### src/rtl/trace_plot_sink_if.sv
// Trace-plot sink bus: pixel-write request channel from trace generators and
// the VGA scan-out read channel.
//   wr_x/wr_y/wr_bits/wr_en -> sink, wr_ready <- sink
//   rd_x/rd_y/rd_req        -> sink, rd_valid/rd_bits <- sink
interface trace_plot_sink_if;
    logic [9:0] wr_x;
    logic [8:0] wr_y;
    logic [1:0] wr_bits;
    logic       wr_en;
    logic       wr_ready;
    logic [9:0] rd_x;
    logic [8:0] rd_y;
    logic       rd_req;
    logic       rd_valid;
    logic [1:0] rd_bits;

    modport master (
        output wr_x, wr_y, wr_bits, wr_en, rd_x, rd_y, rd_req,
        input  wr_ready, rd_valid, rd_bits
    );

    modport slave (
        input  wr_x, wr_y, wr_bits, wr_en, rd_x, rd_y, rd_req,
        output wr_ready, rd_valid, rd_bits
    );
endinterface

### src/rtl/trace_plot_sink.sv
// Frame-buffer sink for oscillator traces. Commits pixel writes (2 bits per
// pixel) to a single-port synchronous memory, serves scan-out reads with
// priority over writes, buffers writes in a small FIFO while reads hold the
// memory, and sweeps the whole buffer to 0 after reset.
// Ports:
//   CLOCK_50, reset   clock, synchronous active-high reset
//   bus (slave)       write request channel and scan-out read channel
//   mem_addr/mem_we/mem_wdata/mem_rdata  single-port memory (1-cycle read)
//   clearing          high while the clear sweep runs
//   overflow          sticky dropped-write flag
//   drop_count        saturating dropped-write count
module trace_plot_sink #(
    parameter int unsigned WIDTH      = 640,
    parameter int unsigned HEIGHT     = 480,
    parameter int unsigned FIFO_DEPTH = 8,
    parameter int unsigned ADDR_W     = 19
) (
    input  logic              CLOCK_50,
    input  logic              reset,
    trace_plot_sink_if.slave  bus,
    output logic [ADDR_W-1:0] mem_addr,
    output logic              mem_we,
    output logic [1:0]        mem_wdata,
    input  logic [1:0]        mem_rdata,
    output logic              clearing,
    output logic              overflow,
    output logic [15:0]       drop_count
);

    localparam int unsigned NPIX  = WIDTH * HEIGHT;
    localparam int unsigned PTR_W = $clog2(FIFO_DEPTH);
    localparam int unsigned CNT_W = PTR_W + 1;
    localparam int unsigned ENT_W = ADDR_W + 2;
    localparam logic [ADDR_W-1:0] LAST_ADDR  = ADDR_W'(NPIX - 1);
    localparam logic [CNT_W-1:0]  FULL_CNT   = CNT_W'(FIFO_DEPTH);
    localparam logic [31:0]       WIDTH_BITS = 32'(WIDTH);

    typedef enum logic {
        S_CLEAR = 1'b0,
        S_RUN   = 1'b1
    } state_t;

    // y*WIDTH + x as a shift-and-add over the set bits of the constant WIDTH
    function automatic logic [ADDR_W-1:0] pix_addr(input logic [9:0] x, input logic [8:0] y);
        logic [ADDR_W-1:0] acc;
        acc = ADDR_W'(x);
        for (int i = 0; i < 32; i++) begin
            if (WIDTH_BITS[i]) acc = acc + (ADDR_W'(y) << i);
        end
        return acc;
    endfunction

    state_t              r_state;
    state_t              w_state_next;
    logic [ADDR_W-1:0]   r_clr_ptr;
    logic [ADDR_W-1:0]   w_clr_ptr_next;

    logic [ENT_W-1:0]    r_fifo [FIFO_DEPTH];
    logic [PTR_W-1:0]    r_head;
    logic [PTR_W-1:0]    r_tail;
    logic [CNT_W-1:0]    r_count;
    logic [CNT_W-1:0]    w_count_next;
    logic [ENT_W-1:0]    w_head_ent;

    logic [ADDR_W-1:0]   r_mem_addr;
    logic                r_mem_we;
    logic [1:0]          r_mem_wdata;
    logic [ADDR_W-1:0]   w_mem_addr_next;
    logic                w_mem_we_next;
    logic [1:0]          w_mem_wdata_next;

    logic                r_rd_s1;
    logic                r_rd_ok_s1;
    logic                r_rd_s2;
    logic                r_rd_ok_s2;
    logic                r_rd_valid;
    logic [1:0]          r_rd_bits;

    logic                r_wr_ready;
    logic                r_clearing;
    logic                r_overflow;
    logic [15:0]         r_drop_count;

    logic                w_wr_in_range;
    logic                w_rd_in_range;
    logic [ADDR_W-1:0]   w_wr_addr;
    logic [ADDR_W-1:0]   w_rd_addr;
    logic                w_push;
    logic                w_pop;
    logic                w_drop;

    assign w_wr_in_range = (32'(bus.wr_x) < WIDTH) && (32'(bus.wr_y) < HEIGHT);
    assign w_rd_in_range = (32'(bus.rd_x) < WIDTH) && (32'(bus.rd_y) < HEIGHT);
    assign w_wr_addr     = pix_addr(bus.wr_x, bus.wr_y);
    assign w_rd_addr     = pix_addr(bus.rd_x, bus.rd_y);
    assign w_head_ent    = r_fifo[r_head];

    // Out-of-range writes are dropped at acceptance and never occupy the FIFO
    assign w_push = bus.wr_en && r_wr_ready && w_wr_in_range;
    assign w_drop = bus.wr_en && !w_push;

    // State register
    always_ff @(posedge CLOCK_50) begin
        if (reset) r_state <= S_CLEAR;
        else       r_state <= w_state_next;
    end

    // Next state and memory port arbitration; reads always win the port
    always_comb begin
        w_state_next     = r_state;
        w_clr_ptr_next   = r_clr_ptr;
        w_mem_addr_next  = r_mem_addr;
        w_mem_we_next    = 1'b0;
        w_mem_wdata_next = 2'b00;
        w_pop            = 1'b0;
        case (r_state)
            S_CLEAR: begin
                if (bus.rd_req) begin
                    w_mem_addr_next = w_rd_addr;
                end else begin
                    w_mem_addr_next = r_clr_ptr;
                    w_mem_we_next   = 1'b1;
                    if (r_clr_ptr == LAST_ADDR) w_state_next = S_RUN;
                    else                        w_clr_ptr_next = r_clr_ptr + ADDR_W'(1);
                end
            end
            S_RUN: begin
                if (bus.rd_req) begin
                    w_mem_addr_next = w_rd_addr;
                end else if (r_count != '0) begin
                    w_pop            = 1'b1;
                    w_mem_addr_next  = w_head_ent[ENT_W-1:2];
                    w_mem_we_next    = 1'b1;
                    w_mem_wdata_next = w_head_ent[1:0];
                end
            end
            default: w_state_next = S_CLEAR;
        endcase
    end

    // FIFO occupancy after this cycle's push/pop
    always_comb begin
        w_count_next = r_count;
        if (w_push && !w_pop)      w_count_next = r_count + CNT_W'(1);
        else if (!w_push && w_pop) w_count_next = r_count - CNT_W'(1);
    end

    // FIFO storage (contents are don't-care while empty)
    always_ff @(posedge CLOCK_50) begin
        if (w_push) r_fifo[r_tail] <= {w_wr_addr, bus.wr_bits};
    end

    // Datapath and registered outputs
    always_ff @(posedge CLOCK_50) begin
        if (reset) begin
            r_clr_ptr    <= '0;
            r_head       <= '0;
            r_tail       <= '0;
            r_count      <= '0;
            r_mem_addr   <= '0;
            r_mem_we     <= 1'b0;
            r_mem_wdata  <= 2'b00;
            r_rd_s1      <= 1'b0;
            r_rd_ok_s1   <= 1'b0;
            r_rd_s2      <= 1'b0;
            r_rd_ok_s2   <= 1'b0;
            r_rd_valid   <= 1'b0;
            r_rd_bits    <= 2'b00;
            r_wr_ready   <= 1'b0;
            r_clearing   <= 1'b1;
            r_overflow   <= 1'b0;
            r_drop_count <= '0;
        end else begin
            r_clr_ptr   <= w_clr_ptr_next;
            r_mem_addr  <= w_mem_addr_next;
            r_mem_we    <= w_mem_we_next;
            r_mem_wdata <= w_mem_wdata_next;
            r_count     <= w_count_next;
            if (w_push) r_tail <= r_tail + PTR_W'(1);
            if (w_pop)  r_head <= r_head + PTR_W'(1);

            // Read pipeline: address goes out now, memory answers next cycle
            r_rd_s1    <= bus.rd_req;
            r_rd_ok_s1 <= bus.rd_req && w_rd_in_range;
            r_rd_s2    <= r_rd_s1;
            r_rd_ok_s2 <= r_rd_ok_s1;
            r_rd_valid <= r_rd_s2;
            r_rd_bits  <= r_rd_ok_s2 ? mem_rdata : 2'b00;

            // Clearing lags the state so it covers the last clear write on the port
            r_clearing <= (r_state == S_CLEAR);
            // Writes open only once that last clear write has retired
            r_wr_ready <= (r_state == S_RUN) && !r_clearing && (w_count_next != FULL_CNT);

            if (w_drop) begin
                r_overflow <= 1'b1;
                if (r_drop_count != 16'hFFFF) r_drop_count <= r_drop_count + 16'd1;
            end
        end
    end

    assign mem_addr     = r_mem_addr;
    assign mem_we       = r_mem_we;
    assign mem_wdata    = r_mem_wdata;
    assign bus.rd_valid = r_rd_valid;
    assign bus.rd_bits  = r_rd_bits;
    assign bus.wr_ready = r_wr_ready;
    assign clearing     = r_clearing;
    assign overflow     = r_overflow;
    assign drop_count   = r_drop_count;

endmodule

### src/flat_wrapper.sv
// flat-port wrapper written by rule: the top's interface ports become plain ports
module trace_plot_sink_flat 
#(
    parameter int unsigned WIDTH      = 640,
    parameter int unsigned HEIGHT     = 480,
    parameter int unsigned FIFO_DEPTH = 8,
    parameter int unsigned ADDR_W     = 19
)
  (CLOCK_50, reset, mem_addr, mem_we, mem_wdata, mem_rdata, clearing, overflow, drop_count, bus_wr_x, bus_wr_y, bus_wr_bits, bus_wr_en, bus_rd_x, bus_rd_y, bus_rd_req, bus_wr_ready, bus_rd_valid, bus_rd_bits);
  trace_plot_sink_if bus_i ();
  input  logic CLOCK_50;
  input  logic reset;
  output logic [ADDR_W-1:0] mem_addr;
  output logic mem_we;
  output logic [1:0] mem_wdata;
  input  logic [1:0] mem_rdata;
  output logic clearing;
  output logic overflow;
  output logic [15:0] drop_count;
  input wire logic [$bits(bus_i.wr_x)-1:0] bus_wr_x;
  input wire logic [$bits(bus_i.wr_y)-1:0] bus_wr_y;
  input wire logic [$bits(bus_i.wr_bits)-1:0] bus_wr_bits;
  input wire logic [$bits(bus_i.wr_en)-1:0] bus_wr_en;
  input wire logic [$bits(bus_i.rd_x)-1:0] bus_rd_x;
  input wire logic [$bits(bus_i.rd_y)-1:0] bus_rd_y;
  input wire logic [$bits(bus_i.rd_req)-1:0] bus_rd_req;
  output wire logic [$bits(bus_i.wr_ready)-1:0] bus_wr_ready;
  output wire logic [$bits(bus_i.rd_valid)-1:0] bus_rd_valid;
  output wire logic [$bits(bus_i.rd_bits)-1:0] bus_rd_bits;
  assign bus_i.wr_x = bus_wr_x;
  assign bus_i.wr_y = bus_wr_y;
  assign bus_i.wr_bits = bus_wr_bits;
  assign bus_i.wr_en = bus_wr_en;
  assign bus_i.rd_x = bus_rd_x;
  assign bus_i.rd_y = bus_rd_y;
  assign bus_i.rd_req = bus_rd_req;
  assign bus_wr_ready = bus_i.wr_ready;
  assign bus_rd_valid = bus_i.rd_valid;
  assign bus_rd_bits = bus_i.rd_bits;
  trace_plot_sink #(.WIDTH(WIDTH), .HEIGHT(HEIGHT), .FIFO_DEPTH(FIFO_DEPTH), .ADDR_W(ADDR_W)) u_core (.CLOCK_50(CLOCK_50), .reset(reset), .bus(bus_i), .mem_addr(mem_addr), .mem_we(mem_we), .mem_wdata(mem_wdata), .mem_rdata(mem_rdata), .clearing(clearing), .overflow(overflow), .drop_count(drop_count));
endmodule
### config.mk
export PLATFORM = sky130hd
export DESIGN_NAME = trace_plot_sink_flat
export DESIGN_NICKNAME = d
export VERILOG_FILES = /design/src/rtl/trace_plot_sink_if.sv /design/src/rtl/trace_plot_sink.sv /design/src/flat_wrapper.sv
export SDC_FILE = /design/constraint.sdc
export NUM_CORES = 1
export LEC_CHECK = 0
export ABC_AREA = 1
export BUFFER_PORTS_ARGS = -buffer_cell sky130_fd_sc_hd__buf_2
export CAP_MARGIN = 10
export CORE_AREA = 5 5 161 163
export DETAILED_ROUTE_END_ITERATION = 16
export DIE_AREA = 0 0 166 168
export PLACE_DENSITY = 0.66
export SLEW_MARGIN = 25
export SYNTH_ARGS = -nofsm -noshare
export SYNTH_HDL_FRONTEND = slang
export SYNTH_SLANG_ARGS = --single-unit
### constraint.sdc
create_clock -name CLOCK_50 -period 7.8 [get_ports CLOCK_50]
set_clock_uncertainty 0.2 [all_clocks]
set_input_delay 1.56 -clock CLOCK_50 [delete_from_list [all_inputs] [get_ports CLOCK_50]]
set_output_delay 1.56 -clock CLOCK_50 [all_outputs]
set_load 0.02 [all_outputs]
; ---- Word level (Yosys, flattened, before mapping)
; Memory sizes are Yosys's and may differ from the RTL's. A register that Yosys moved wholly into a read port is not among the register bits.
; Index checks and enable logic that the tools add are counted.
[word_totals]
inputBits = 46
mem_bits_rw = 168
reg_bits = 78
n_memories = 1
[classes]
eq_ne = 4
n_addsub = 10
reduce_logical = 18
bitwise = 5
mux = 18
n_lt_le_gt_ge = 4
[memory_table]
columns = memory, depth, width, rd, rd_ports_with_merged_regs, wr, line_no
row1 = u_core.r_fifo, 8, 21, 1, 1, 1, trace_plot_sink.sv:58  ; logic [ENT_W-1:0] r_fifo [FIFO_DEPTH];
[op_table]
columns = op, count
row1 = two-way mux 19 bit, 3
row2 = adder 19 x 18 -> 19 bit, 2
row3 = case mux 19 bit (2 select lines), 1
row4 = adder 10 x 16 -> 17 bit, 2
row5 = less-than comparator 10 bit (second input constant), 2
row6 = adder 19 x 1 -> 19 bit (second input constant), 1
row7 = equality test 19 bit (second input constant), 1
row8 = less-than comparator 9 bit (second input constant), 2
row9 = adder 16 x 1 -> 16 bit (second input constant), 1
row10 = inequality test 16 bit (second input constant), 1
row11 = logical AND 1 bit, 10
row12 = two-way mux 1 bit, 9
row13 = two-way mux 4 bit, 2
row14 = adder 3 x 1 -> 3 bit (second input constant), 2
row15 = two-way mux 3 bit, 2
row16 = inverter 1 bit, 5
row17 = adder 4 x 1 -> 4 bit (second input constant), 1
row18 = inequality test 4 bit (second input constant), 1
row19 = nonzero test 4 bit, 1
row20 = OR reduction 4 bit, 1
row21 = subtractor 4 x 1 -> 4 bit (second input constant), 1
row22 = logical NOT 1 bit, 3
row23 = inequality test 3 bit (second input constant), 1
row24 = AND reduction 3 bit, 1
row25 = 3 further kinds, 3

; ---- Longest topological paths before layout
[logic_depth]
word_depth = 9
mapped_depth = 16
depth_no_buf = 16

; ---- Worst setup path before layout
; Ideal clock, no wire load.
[synth_timing]
kind = input-to-reg
start = in bus_wr_y[0]
end = mem u_core.r_fifo[0][18] (netlist bit), data pin
required_time_ps = 7377
setup_time_ps = 223
arrival_time_ps = 3857
stages = 14
setup_slack_ps = 3520
cell_sequence = ha_1 inv_1 fa_1 o21ai_0 nand3_1 xor2_1 inv_1 ha_1 nand2_1 o21ai_0 a21o_1 nand3_1 nand2_1 xor2_1
[synth_between]
elab_chain_cells = 2
[synth_lines]
columns = element, line_no
row1 = "start, declared", flat_wrapper.sv:21  ; input wire logic [$bits(bus_i.wr_y)-1:0] bus_wr_y;
row2 = adder 10 x 16 -> 17 bit, trace_plot_sink.sv:48  ; if (WIDTH_BITS[i]) acc = acc + (ADDR_W'(y) << i);
row3 = adder 19 x 18 -> 19 bit (*), trace_plot_sink.sv:48
row4 = via u_core.w_wr_addr[16], trace_plot_sink.sv:86  ; logic [ADDR_W-1:0] w_wr_addr;
row5 = "end, declared", trace_plot_sink.sv:58
; Mark *: on every way through the listed nets, which the timed path passes. The rest lies on a longest branch.

; ---- Worst setup path after layout
[layout_timing]
start = in bus_wr_y[2]
end = mem u_core.r_fifo[0][19] (netlist bit), data pin
; The elaborated chain is that of the path after synthesis.

==> flow_summary.json <==
{
  "final_common_cell": "nand2_1",
  "synth_cells": 1235,
  "final_core_util": 0.550,
  "n_fill_cell": 2113,
  "synthDistinctLibCells": 48,
  "setup_slack_ns": 3.52,
  "syn2layout_area_growth_pct": 14.0,
  "critPathBufInv": 2,
  "tightest_slew_ns": 0.958,
  "wl_per_cell_um": 17.0,
  "antenna_found_initial": 0,
  "seq_area_sq_um": 6670,
  "critPathMostFrequentCell": "xor2_1",
  "fin_nets": 1389,
  "drtIter0Drc": 738,
  "cts_resized": 0,
  "netlist_area_sq_um": 11700,
  "maxCapViolations": 0,
  "ctsHoldBuffers": 0,
  "final_cell_mix": "301 x nand2_1, 172 x nand3_1, 168 x edfxtp_1, 89 x buf_2, 84 x inv_1",
  "tns_ns": 0,
  "busiest_layer": "met2",
  "place_ws_ns": 3.00,
  "synth_edf_count": 168,
  "slowest_delay_ns": 0.52,
  "met3_usage": 0.0342,
  "hold_ws_ns": 0.220,
  "firstDrtPassIters": 6,
  "diodes": 0,
  "avgSynthCellArea_sq_um": 9.44,
  "multiInputGateArea_sq_um": 4460,
  "start_util": 0.482,
  "crit_arrival_ns": 4.32,
  "track_usage": 0.198,
  "wirelength_mm": 28.1,
  "fmax_mhz": 233,
  "grt_pass1_vias": 8744,
  "cts.sinks": 249,
  "grt_pass1_wl_mm": 45.1,
  "met2_usage": 0.344,
  "cp_top_family": "adder cells",
  "dp_hpwl_mm": 18.1,
  "drv_slew": 0,
  "ys_seq_elements": 249,
  "hold_class": "flip-flop to flip-flop",
  "cts_htree_levels": 1,
  "critPathCaptureType": "flip-flop",
  "synth_nets": 1313,
  "rsz0062_at_grt": "no",
  "remaining_drc_errors": 0,
  "setup_viol_count_final": 0,
  "hold_viol_final": 0,
  "reg2reg_slack_ns": 4.80,
  "layout-drive-gt1-share": 0.134,
  "cp.required_ns": 7.84,
  "synth_warnings": 0,
  "io_buffers": 89,
  "cp-start-kind": "primary input",
  "status": "completed",
  "synth_ff_type": "edfxtp_1",
  "gp_congestion": 0.876,
  "cts_setup_buffers": 0,
  "cts_buffer_depth": 3,
  "cts_tree": "built",
  "fin_crit_sh": 0.549,
  "cts_root_buf": "clkbuf_16",
  "via_count": 8795,
  "fin_total_pwr_w": 0.00296,
  "cp_cell_sequence": "buf_2 -> ha_1 -> nand2_1 -> nor2_1 -> a211oi_1 -> xor2_1 -> inv_1 -> fa_1 -> o21ai_0 -> nand4_1 -> o211ai_1 -> xor2_1",
  "yosysSeqAreaShare": 0.572,
  "rows": 57,
  "vias_per_cell": 5.32,
  "cp_slowest_cell": "xor2_1",
  "cts_buffers": 27,
  "grt-ovfl-total": 0,
  "chipHeight_um": 168,
  "powerDensity_nw_per_um2": 223,
  "boundaryPins": 90,
  "die_w_um": 166,
  "leakagePower_nw": 5.07,
  "period_needed_ns": 4.28,
  "dieArea_sq_um": 27900,
  "max_slew_margin": 0.359,
  "grtUsageMet1": 0.255,
  "crit_fanout": 8,
  "core-area_sq_um": 24200,
  "ant_nets": 0,
  "cts.clk_slew.worst_paths_ns": 0.06,
  "grt_max_degree": 61,
  "ys_async_sr_fraction": 0,
  "crit_type": "primary input to flip-flop",
  "clk_latency_ns": 0.53,
  "ir_drop_v": 0.000178
}
## worst paths after layout
check / start / to / cells past startpoint
setup / recovery: bus_wr_y[2] / u_core.r_fifo[0][19] / 12
hold / removal: u_core.r_rd_s2 / u_core.bus.rd_valid / 2
setup reg to reg: flip-flop / u_core.mem_addr[7] / 8
hold reg to reg: u_core.r_rd_s2 / u_core.bus.rd_valid / 2
## power by group
group | total [W] | internal, W | leakage [nW] | switching [W]
registers | 0.00146 | 0.00145 | 2.17 | 0.00000970
logic | 0.000216 | 0.0000694 | 2.47 | 0.000146
clock network | 0.00129 | 0.000795 | 0.427 | 0.000493
## routing by layer
metal	up-vias	routed length, um	part of all wire
met5	-	0	0
met4	0	703	0.025
met3	49	1880	0.067
met2	241	13600	0.48
met1	4117	11900	0.42
li1	4388	-	-
## cell usage after synthesis, types with 2 or more instances
cell	n	area [sq um]
nor2_1	81	304
nor2_2	4	25.0
edfxtp_1	168	5040
dfxtp_1	81	1620
a21oi_1	66	330
nor3_1	16	80.1
buf_2	16	80.1
a31oi_1	3	18.8
nand2_1	301	1130
nand2_2	8	50.1
o221ai_1	12	105
a211oi_1	2	15.0
xor2_1	30	263
o22ai_1	2	12.5
and3_1	4	25.0
clkbuf_1	29	109
ha_1	28	350
nand4_1	14	87.6
or2_2	2	12.5
nor2_4	2	22.5
a21o_1	2	15.0
a21oi_2	10	87.6
o21ai_0	51	255
inv_1	87	327
buf_1	3	11.3
fa_1	4	80.1
xnor2_1	12	105
o211ai_1	6	45.0
nand3_1	172	861
## area by class of cell
cell class                      instances  share of cell area
Sequential cell                       249               0.502
Inverter                               90              0.0256
Tap cell                              324              0.0305
Clock inverter                         15              0.0152
Multi-Input combinational cell        845               0.336
Clock buffer                           32              0.0523
Timing Repair Buffer                   98              0.0386
## sequential cells by signal, summed over array words and instances (netlist names), 2 cells and up, named ones only
register	flops
u_core.drop_count	16
u_core.mem_addr	19
u_core.r_clr_ptr	19
u_core.mem_wdata	2
u_core.bus.rd_bits	2
u_core.r_count	4
u_core.r_head	3
u_core.r_tail	3
u_core.r_fifo	168
## worst min-delay path: stages (launching register included)
cell,delay [ns]
dfxtp_1,0.30
inv_1,0.05
nor2_1,0.03
## per-stage QoR
step / instances / area (sq um)
after global routing: 1653 / 13300
after global placement: 1606 / 12400
after CTS: 1653 / 13300
after floorplan: 1235 / 11700
after detailed placement: 1606 / 12400
final: 1653 / 13300
## kinds of logic (layout without fill, tap and decap cells)
| family | after synthesis | after routing | share of synthesized area |
|---|---|---|---|
| compound gates | 159 | 159 | 0.0790 |
| flops | 249 | 249 | 0.572 |
| simple gates | 612 | 612 | 0.231 |
| xor+xnor | 42 | 42 | 0.0316 |
| buf+inv | 141 | 235 | 0.0495 |
| fa+ha+maj | 32 | 32 | 0.0369 |
Note: power is estimated with default switching activity, not from simulation.
